`src/rtl/lane_hit_judge.sv`:
```
// Per-lane hit judge: grades each falling block PERFECT/GOOD/MISS and tracks score, combo and best combo.
// Latency: key rise to hit/grade/score is 3 clk edges; a miss is flagged on the edge block_h reaches 720.
// Backpressure: none; stop_or_endgame freezes judging and drops presses, the synchronizer and prev_h keep running.
module lane_hit_judge #(
    parameter logic [9:0]  PERF_LO   = 10'd660,
    parameter logic [9:0]  PERF_HI   = 10'd689,
    parameter logic [9:0]  GOOD_LO   = 10'd630,
    parameter logic [13:0] SCORE_MAX = 14'd9999
) (
    input  logic        clk,
    input  logic        rst_n,
    input  logic        restart,
    input  logic        stop_or_endgame,
    input  logic [9:0]  block_h,
    input  logic        key,
    output logic        hit,
    output logic        miss,
    output logic [1:0]  grade,
    output logic [13:0] score,
    output logic [7:0]  combo,
    output logic [7:0]  max_combo
);

    localparam logic [9:0] NO_BLOCK = 10'd720;
    localparam logic [9:0] LAST_ROW = 10'd719;

    localparam logic [1:0] GRADE_GOOD = 2'b01;
    localparam logic [1:0] GRADE_PERF = 2'b10;
    localparam logic [1:0] GRADE_MISS = 2'b11;

    typedef enum logic [1:0] {
        ST_EMPTY   = 2'd0,
        ST_FALLING = 2'd1,
        ST_DONE    = 2'd2
    } state_t;

    state_t      state;
    state_t      state_nxt;

    logic        key_s1;
    logic        key_s2;
    logic        key_s3;
    logic        press;

    logic [9:0]  prev_h;
    logic        nb;

    logic        in_perf;
    logic        in_good;
    logic        early;
    logic [1:0]  pts;
    logic [14:0] score_sum;
    logic [13:0] score_sat;
    logic [7:0]  combo_inc;

    logic        hit_nxt;
    logic        miss_nxt;
    logic [1:0]  grade_nxt;
    logic [13:0] score_nxt;
    logic [7:0]  combo_nxt;
    logic [7:0]  max_combo_nxt;

    // Two-flop synchronizer on the raw key plus one delay flop for rising-edge detection.
    always_ff @(posedge clk or negedge rst_n) begin
        if (!rst_n) begin
            key_s1 <= 1'b0;
            key_s2 <= 1'b0;
            key_s3 <= 1'b0;
        end else if (restart) begin
            key_s1 <= 1'b0;
            key_s2 <= 1'b0;
            key_s3 <= 1'b0;
        end else begin
            key_s1 <= key;
            key_s2 <= key_s1;
            key_s3 <= key_s2;
        end
    end

    assign press = key_s2 & ~key_s3;

    // Previous block position; a drop in block_h marks a freshly spawned block.
    always_ff @(posedge clk or negedge rst_n) begin
        if (!rst_n) begin
            prev_h <= NO_BLOCK;
        end else if (restart) begin
            prev_h <= NO_BLOCK;
        end else begin
            prev_h <= block_h;
        end
    end

    assign nb        = (block_h < prev_h);
    assign in_perf   = (block_h >= PERF_LO) && (block_h <= PERF_HI);
    assign in_good   = (block_h >= GOOD_LO) && (block_h <= LAST_ROW);
    assign early     = (block_h < GOOD_LO);
    assign pts       = in_perf ? 2'd2 : 2'd1;
    assign score_sum = {1'b0, score} + {13'd0, pts};
    assign score_sat = (score_sum > {1'b0, SCORE_MAX}) ? SCORE_MAX : score_sum[13:0];
    assign combo_inc = (combo == 8'hFF) ? 8'hFF : combo + 8'd1;

    // Judge state machine: next state and next values of all scoring outputs.
    always_comb begin
        state_nxt     = state;
        hit_nxt       = 1'b0;
        miss_nxt      = 1'b0;
        grade_nxt     = grade;
        score_nxt     = score;
        combo_nxt     = combo;
        max_combo_nxt = max_combo;
        if (!stop_or_endgame) begin
            unique case (state)
                ST_EMPTY: begin
                    if (nb) begin
                        state_nxt = ST_FALLING;
                    end else if (press) begin
                        combo_nxt = 8'd0;
                    end
                end
                ST_FALLING: begin
                    if (nb) begin
                        // Old block scrolled away unjudged; the new block takes its place.
                        miss_nxt  = 1'b1;
                        grade_nxt = GRADE_MISS;
                        combo_nxt = 8'd0;
                    end else if (press && in_good) begin
                        hit_nxt   = 1'b1;
                        grade_nxt = in_perf ? GRADE_PERF : GRADE_GOOD;
                        score_nxt = score_sat;
                        combo_nxt = combo_inc;
                        if (combo_inc > max_combo) begin
                            max_combo_nxt = combo_inc;
                        end
                        state_nxt = ST_DONE;
                    end else if (press && early) begin
                        combo_nxt = 8'd0;
                    end else if (block_h == NO_BLOCK) begin
                        miss_nxt  = 1'b1;
                        grade_nxt = GRADE_MISS;
                        combo_nxt = 8'd0;
                        state_nxt = ST_EMPTY;
                    end
                end
                ST_DONE: begin
                    if (nb) begin
                        state_nxt = ST_FALLING;
                    end else if (block_h == NO_BLOCK) begin
                        state_nxt = ST_EMPTY;
                    end else if (press) begin
                        combo_nxt = 8'd0;
                    end
                end
                default: begin
                    state_nxt = ST_EMPTY;
                end
            endcase
        end
    end

    // State register.
    always_ff @(posedge clk or negedge rst_n) begin
        if (!rst_n) begin
            state <= ST_EMPTY;
        end else if (restart) begin
            state <= ST_EMPTY;
        end else begin
            state <= state_nxt;
        end
    end

    // Registered judgement outputs and score keeping.
    always_ff @(posedge clk or negedge rst_n) begin
        if (!rst_n) begin
            hit       <= 1'b0;
            miss      <= 1'b0;
            grade     <= 2'b00;
            score     <= 14'd0;
            combo     <= 8'd0;
            max_combo <= 8'd0;
        end else if (restart) begin
            hit       <= 1'b0;
            miss      <= 1'b0;
            grade     <= 2'b00;
            score     <= 14'd0;
            combo     <= 8'd0;
            max_combo <= 8'd0;
        end else begin
            hit       <= hit_nxt;
            miss      <= miss_nxt;
            grade     <= grade_nxt;
            score     <= score_nxt;
            combo     <= combo_nxt;
            max_combo <= max_combo_nxt;
        end
    end

endmodule

```
`config.mk`:
```
export PLATFORM = sky130hd
export DESIGN_NAME = lane_hit_judge
export DESIGN_NICKNAME = d
export VERILOG_FILES = /design/src/rtl/lane_hit_judge.sv
export SDC_FILE = /design/constraint.sdc
export NUM_CORES = 1
export LEC_CHECK = 0
export CAP_MARGIN = 25
export CORE_ASPECT_RATIO = 0.7
export CORE_MARGIN = 8
export CORE_UTILIZATION = 28
export DETAILED_ROUTE_END_ITERATION = 6
export MAX_ROUTING_LAYER = met4
export PLACE_DENSITY = 0.53
export SLEW_MARGIN = 5
export SYNTH_ARGS = -nofsm -noshare
export SYNTH_HDL_FRONTEND = slang
export SYNTH_SLANG_ARGS = --single-unit
```
`constraint.sdc`:
```
create_clock -name clk -period 3.3 [get_ports clk]
set_clock_uncertainty 0.05 [all_clocks]
set_input_delay 0.33 -clock clk [delete_from_list [all_inputs] [get_ports clk]]
set_output_delay 0.33 -clock clk [all_outputs]
set_load 0.005 [all_outputs]
```
---- Yosys cells after proc, flatten, opt, wreduce, memory -nomap -nowiden ----
Cells that the tools add are included.
word-level totals
  bits in registers ....................... 49
  input bits .............................. 15
  output and inout port bits .............. 34
  logic and storage cells ................. 109
operators by class
  $add $sub $neg .......................... 2
  $lt $le $gt $ge ......................... 8
  eq/ne operators ......................... 14
  multiplexer cells ....................... 57
  bitwise logic cells ..................... 2
  reductions and logical operators ........ 15
operator list
  operator                count
  $mux W8                 17
  $mux W14                6
  $mux W2                 16
  $pmux W8 S3             1
  $ge A10 B10 Y1 const B  2
  $le A10 B10 Y1 const B  2
  $add A14 B2 Y15         1
  $gt A15 B14 Y1 const B  1
  $mux W1                 15
  $ne A3 B3 Y1 const B    5
  $reduce_and A4 Y1       3
  $eq A10 B10 Y1 const B  1
  $lt A10 B10 Y1          1
  $lt A10 B10 Y1 const B  1
  $mux W10                1
  $add A8 B1 Y8 const B   1
  $eq A8 B8 Y1 const B    1
  $gt A8 B8 Y1            1
  $ne A4 B4 Y1 const B    2
  $reduce_bool A4 Y1      2
  $ne A6 B6 Y1 const B    1
  $pmux W2 S3             1
  $reduce_and A6 Y1       1
  $reduce_bool A2 Y1      3
  8 further kinds         12

---- Logic depth before layout (Yosys ltp) ----
  depth in word-level cells ............... 11
  depth in mapped cells ................... 15
  mapped depth without buffers ............ 13

---- Worst setup path after synthesis ----
OpenSTA, ideal clock, no wires.
  kind .................................... input to register
  start point ............................. in block_h[1]
  end point ............................... reg score[4]
  setup time .............................. 127 ps
  arrival time ............................ 3447 ps
  required time ........................... 3123 ps
  setup slack ............................. -323 ps
  stages .................................. 15
  buffers on the path ..................... 2
  cell sequence ........................... or3_1 -> nand2_1 -> a21oi_1 -> or3_1 -> ha_1 -> fa_1 -> buf_6 -> nand4_4 -> nor2_4 -> xnor2_1 -> a311o_1 -> or4_4 -> buf_6 -> a41oi_2 -> mux2i_1
between the ends
  cells in the longest elaborated chain, start to end .. 11
  elaborated cells on any way between the ends .. 20
  those cells by class .................... add/sub: 1; order compare: 6; eq/ne: 1; mux: 7; reduce/logical: 5
RTL lines
  what                                                     line  text
  start: declaration                                       14    input logic [9:0] block_h,
  $ge A10 B10 Y1 / $le A10 B10 Y1 (equally long branches)  94    assign in_perf = (block_h >= PERF_LO) && (block_h <= PERF_HI);
  $logic_and A1 B1 Y1                                      94
  $mux W2                                                  97    assign pts = in_perf ? 2'd2 : 2'd1;
  $add A14 B2 Y15                                          98    assign score_sum = {1'b0, score} + {13'd0, pts};
  $gt A15 B14 Y1                                           99    assign score_sat = (score_sum > {1'b0, SCORE_MAX}) ? SCORE_MAX : score_sum[13:0];
  $mux W14                                                 99
  $mux W14                                                 126   end else if (press && in_good) begin
  $mux W14                                                 121   if (nb) begin
  $mux W14                                                 112   unique case (state)
  $mux W14                                                 111   if (!stop_or_endgame) begin
  $mux W14                                                 180   end else if (restart) begin
  end signal: assignment                                   191   score <= score_nxt;
  end: declaration                                         19    output logic [13:0] score,
Several ways; a longest one is shown, not always the timed one. The select of a mux whose other input is x is not followed.
A chain may end at the register's enable or synchronous reset.

---- Worst setup path after layout ----
  start point ............................. in block_h[3]
  end point ............................... reg score[4]
The elaborated chain is that of the path after synthesis.

==> impl_metrics.sql <==
INSERT INTO impl_metrics (metric_group, metric, value, unit) VALUES
('synth', 'ys_types', '60', ''),
('floorplan', 'coreArea', '11600', 'um2'),
('run_status', 'run_status', 'finished with violations', ''),
('synth', 'number_of_enable_type_register_cells_in_the_synthesized_netlist', '0', ''),
('timing', 'final_worst_hold_slack', '0.0743', 'ns'),
('grt', 'grt_max_degree', '36', ''),
('synth', 'synth_seq_cells', '49', ''),
('floorplan', 'design.portCount', '49', ''),
('power_and_ir_drop', 'post-layout-total-power', '1.31', 'mW'),
('clock_network', 'worstSkewPairLatency', '0.30', 'ns'),
('drt', 'remaining_drc_errors', '0', ''),
('drt', 'wirelength', '9090', 'um'),
('synth', 'synth-xor-area-share', '2.40', '%'),
('run', 'cap_violations', '0', ''),
('synth', 'synth_flop_cell', 'dfrtp_1', ''),
('drt', 'detail_route.first_pass.iterations', '4', ''),
('grt', 'globalRouteTotalUtil', '12.2', '%'),
('timing', 'setup_slack_of_the_critical_path_after_layout', '-0.0902', 'ns'),
('drt', 'first_iter_violations', '135', ''),
('floorplan', 'floorplan.die_area', '15500', 'um2'),
('clock_network', 'holdBufCountCts', '0', ''),
('finish', 'postLayoutCoreUtil', '38.5', '%'),
('clock_network', 'clock_tree.root_cell', 'clkbuf_16', ''),
('finish', 'antennaDiodeCount', '0', ''),
('place', 'placed_area', '4200', 'um2'),
('worst_setup_path', 'crit_path_cell_trace', 'buf_6, or3_4, nand2_2, a21oi_2, or3_4, ha_4, fa_2, nand2_2, o21ai_2, a21oi_1, o31a_1, or4_4, a41oi_2, mux2i_1', ''),
('grt', 'via_count_of_the_first_global_routing_pass', '2833', ''),
('grt', 'first_pass_grt_wire_length', '14800', 'um'),
('worst_setup_path', 'critical_path.endpoint_type', 'flop', ''),
('power_and_ir_drop', 'cellPowerDensity', '295', 'nW/um2'),
('floorplan', 'floorplan.die.width', '145', 'um'),
('drt', 'drt.antenna.violating_nets', '0', ''),
('worst_setup_path', 'data_required_time_of_the_worst_path', '3.42', 'ns'),
('worst_setup_path', 'criticalPathCategory', 'primary input to flop', ''),
('synth', 'synth.yosys.seq_area_share', '37.5', '%'),
('finish', 'final_nets', '478', ''),
('place', 'number_of_i_o_port_buffers', '48', ''),
('timing', 'rsz0062_at_grt', 'true', ''),
('power_and_ir_drop', 'p_leak', '1.97', 'nW'),
('timing', 'fin_crit', '3.39', 'ns'),
('floorplan', 'floorplan_die_height', '107', 'um'),
('synth', 'synth.area.mux_share', '4.19', '%'),
('worst_setup_path', 'setup.worst_path.start', 'block_h[3]', ''),
('clock_network', 'htree_num_levels', '2', ''),
('worst_setup_path', 'timing.critical_path.from_type', 'primary input', ''),
('timing', 'finalHoldViolCount', '0', ''),
('place', 'dp_worst_setup_slack', '-0.853', 'ns'),
('clock_network', 'cts.sinks', '49', ''),
('finish', 'flow.area_growth_from_synthesis', '35.6', '%'),
('synth', 'syn-num-nets', '392', ''),
('floorplan', 'placementRows', '33', ''),
('timing', 'setup-violations-final', '1', ''),
('synth', 'synth-warning-count', '0', ''),
('worst_setup_path', 'worst_setup_path_endpoint', 'score[4]', ''),
('synth', 'combinational_family_with_the_most_area_after_synthesis', 'simple AND/OR/NAND/NOR gates', ''),
('timing', 'worst_slew_pin_slew', '0.832', 'ns'),
('run_status', 'failed_checks', 'negative setup slack', ''),
('grt', 'grt_antenna_before_repair', '0', ''),
('place', 'gp_congestion', '0.826', ''),
('synth', 'synth_adder_area_share', '8.23', '%'),
('clock_network', 'cts_made_buffers', '5', ''),
('grt', 'grt_overflow_total', '0', ''),
('drt', 'post_drt_wl_per_cell', '15.2', 'um'),
('place', 'post-dp-hpwl', '6730', 'um'),
('floorplan', 'initial_standard_cell_utilization_of_the_core', '28.4', '%'),
('timing', 'clock.fmax', '295', 'MHz'),
('drt', 'drt-vias-per-instance', '4.71', ''),
('clock_network', 'tritoncts', 'yes', ''),
('synth', 'compound_gate_fraction_of_synth_area', '17.8', '%'),
('worst_setup_path', 'timing.rr.end', 'max_combo[0]', ''),
('timing', 'final_max_slew_viol_count', '0', '');
==> per-layer routing <==
| layer | track usage, % | part of all wire, % | vias to the layer above |
|---|---|---|---|
| li1 | - | - | 1444 |
| met1 | 17.6 | 55 | 1327 |
| met2 | 16.9 | 41 | 48 |
| met3 | 2.06 | 2.7 | 8 |
| met4 | 3.55 | 1.0 | 0 |
| met5 | - | 0 | - |
==> critical path, delay by kind of cell <==
kind                     cells  cell delay [ns]
AO/OA/AOI/OAI                5             0.79
adder cells (fa/ha/maj)      2             0.72
buffers and inverters        1             0.09
multiplexers                 1             0.11
AND/OR/NAND/NOR              5             1.48
==> timing repair <==
action	CTS	global route
setup buffers	2	1
resized for setup	27	10
pin swaps	13	5
setup endpoints to repair	14	13
==> flip-flops by register name, indices dropped and copies added (netlist names) <==
name and flops:
miss 1, score 14, hit 1, key_s2 1, key_s3 1, prev_h 10, key_s1 1, combo 8
max_combo 8, state 2, grade 2
==> report_power, final <==
group	leakage (nW)	total, mW	switching, mW	internal (mW)
Clock	0.0708	0.543	0.256	0.287
Sequential	0.659	0.620	0.00584	0.614
Combinational	1.24	0.149	0.0790	0.0698
Total	1.97	1.31	0.341	0.971
==> cell usage in the layout (no fill, tap or decap), drive strengths merged, types with 2 or more instances in the layout <==
cell type / n
nand3: 11
a22o: 7
o22ai: 5
or2: 5
o21a: 5
a21o: 9
nor3: 15
nand4: 8
inv: 28
o31ai: 2
buf: 51
dlygate4sd2: 5
and4: 3
nor4: 3
mux2: 6
and2: 3
a21oi: 23
xnor2: 8
nor2: 21
clkbuf: 5
mux2i: 7
or3: 6
nand2: 33
o21ai: 10
nand2b: 8
a31oi: 6
ha: 20
clkdlybuf4s50: 39
and3: 5
o2bb2ai: 5
dfstp: 4
o2111ai: 3
dfrtp: 45
nor2b: 14
==> cell families (layout without fill, tap and decap cells) <==
| family | count (synthesis) | after routing |
|---|---|---|
| DFF | 49 | 49 |
| adders and majority gates | 21 | 21 |
| xor gates and xnor gates | 9 | 9 |
| AOI/OAI and AO/OA | 85 | 85 |
| buffers and inverters | 42 | 129 |
| muxes | 13 | 13 |
| and+or+nand+nor | 137 | 137 |
==> synthesized netlist by cell type, drive strengths merged (2+ instances only) <==
cell type	instances	area share, %
o2111ai	3	0.80
nand4	8	2.0
a21o	9	2.1
o22ai	5	0.95
nand2b	8	1.5
inv	26	3.0
dfrtp	45	34
clkbuf	7	1.1
nor2	21	2.6
or2	5	0.95
a22o	7	1.9
o31ai	2	0.46
nor4	3	0.76
dfstp	4	3.2
and4	3	0.80
ha	20	7.6
mux2i	7	2.1
and3	5	0.99
o21a	5	1.1
nor3	15	2.7
and2	3	0.57
nand2	33	3.8
o21ai	10	1.5
a31oi	6	1.3
mux2	6	2.1
o2bb2ai	5	1.3
a21oi	23	3.5
nor2b	14	2.7
or3	6	1.3
nand3	11	2.1
xnor2	8	2.1
buf	9	2.3
==> area by class of cell <==
cell class / count / area, um2
tap: 157 / 196
clock buffer: 5 / 125
sequential: 49 / 1230
timing repair buffer: 95 / 813
multi-input combinational: 265 / 1960
inverter: 26 / 97.6
fill: 1178 / 7110
clock inverter: 3 / 25.0
==> worst min path at each step <==
| stage | cells past startpoint | slack, ns | to |
|---|---|---|---|
| after global routing | 1 | 0.15 | hit |
| after global placement | 1 | 0.41 | key_s2 |
| final | 1 | 0.07 | hit |
| after CTS | 1 | 0.11 | hit |
| after detailed placement | 1 | 0.42 | key_s2 |
| after floorplan | 0 | -0.02 | combo[0] |
Note: power is estimated with default switching activity, not from simulation.
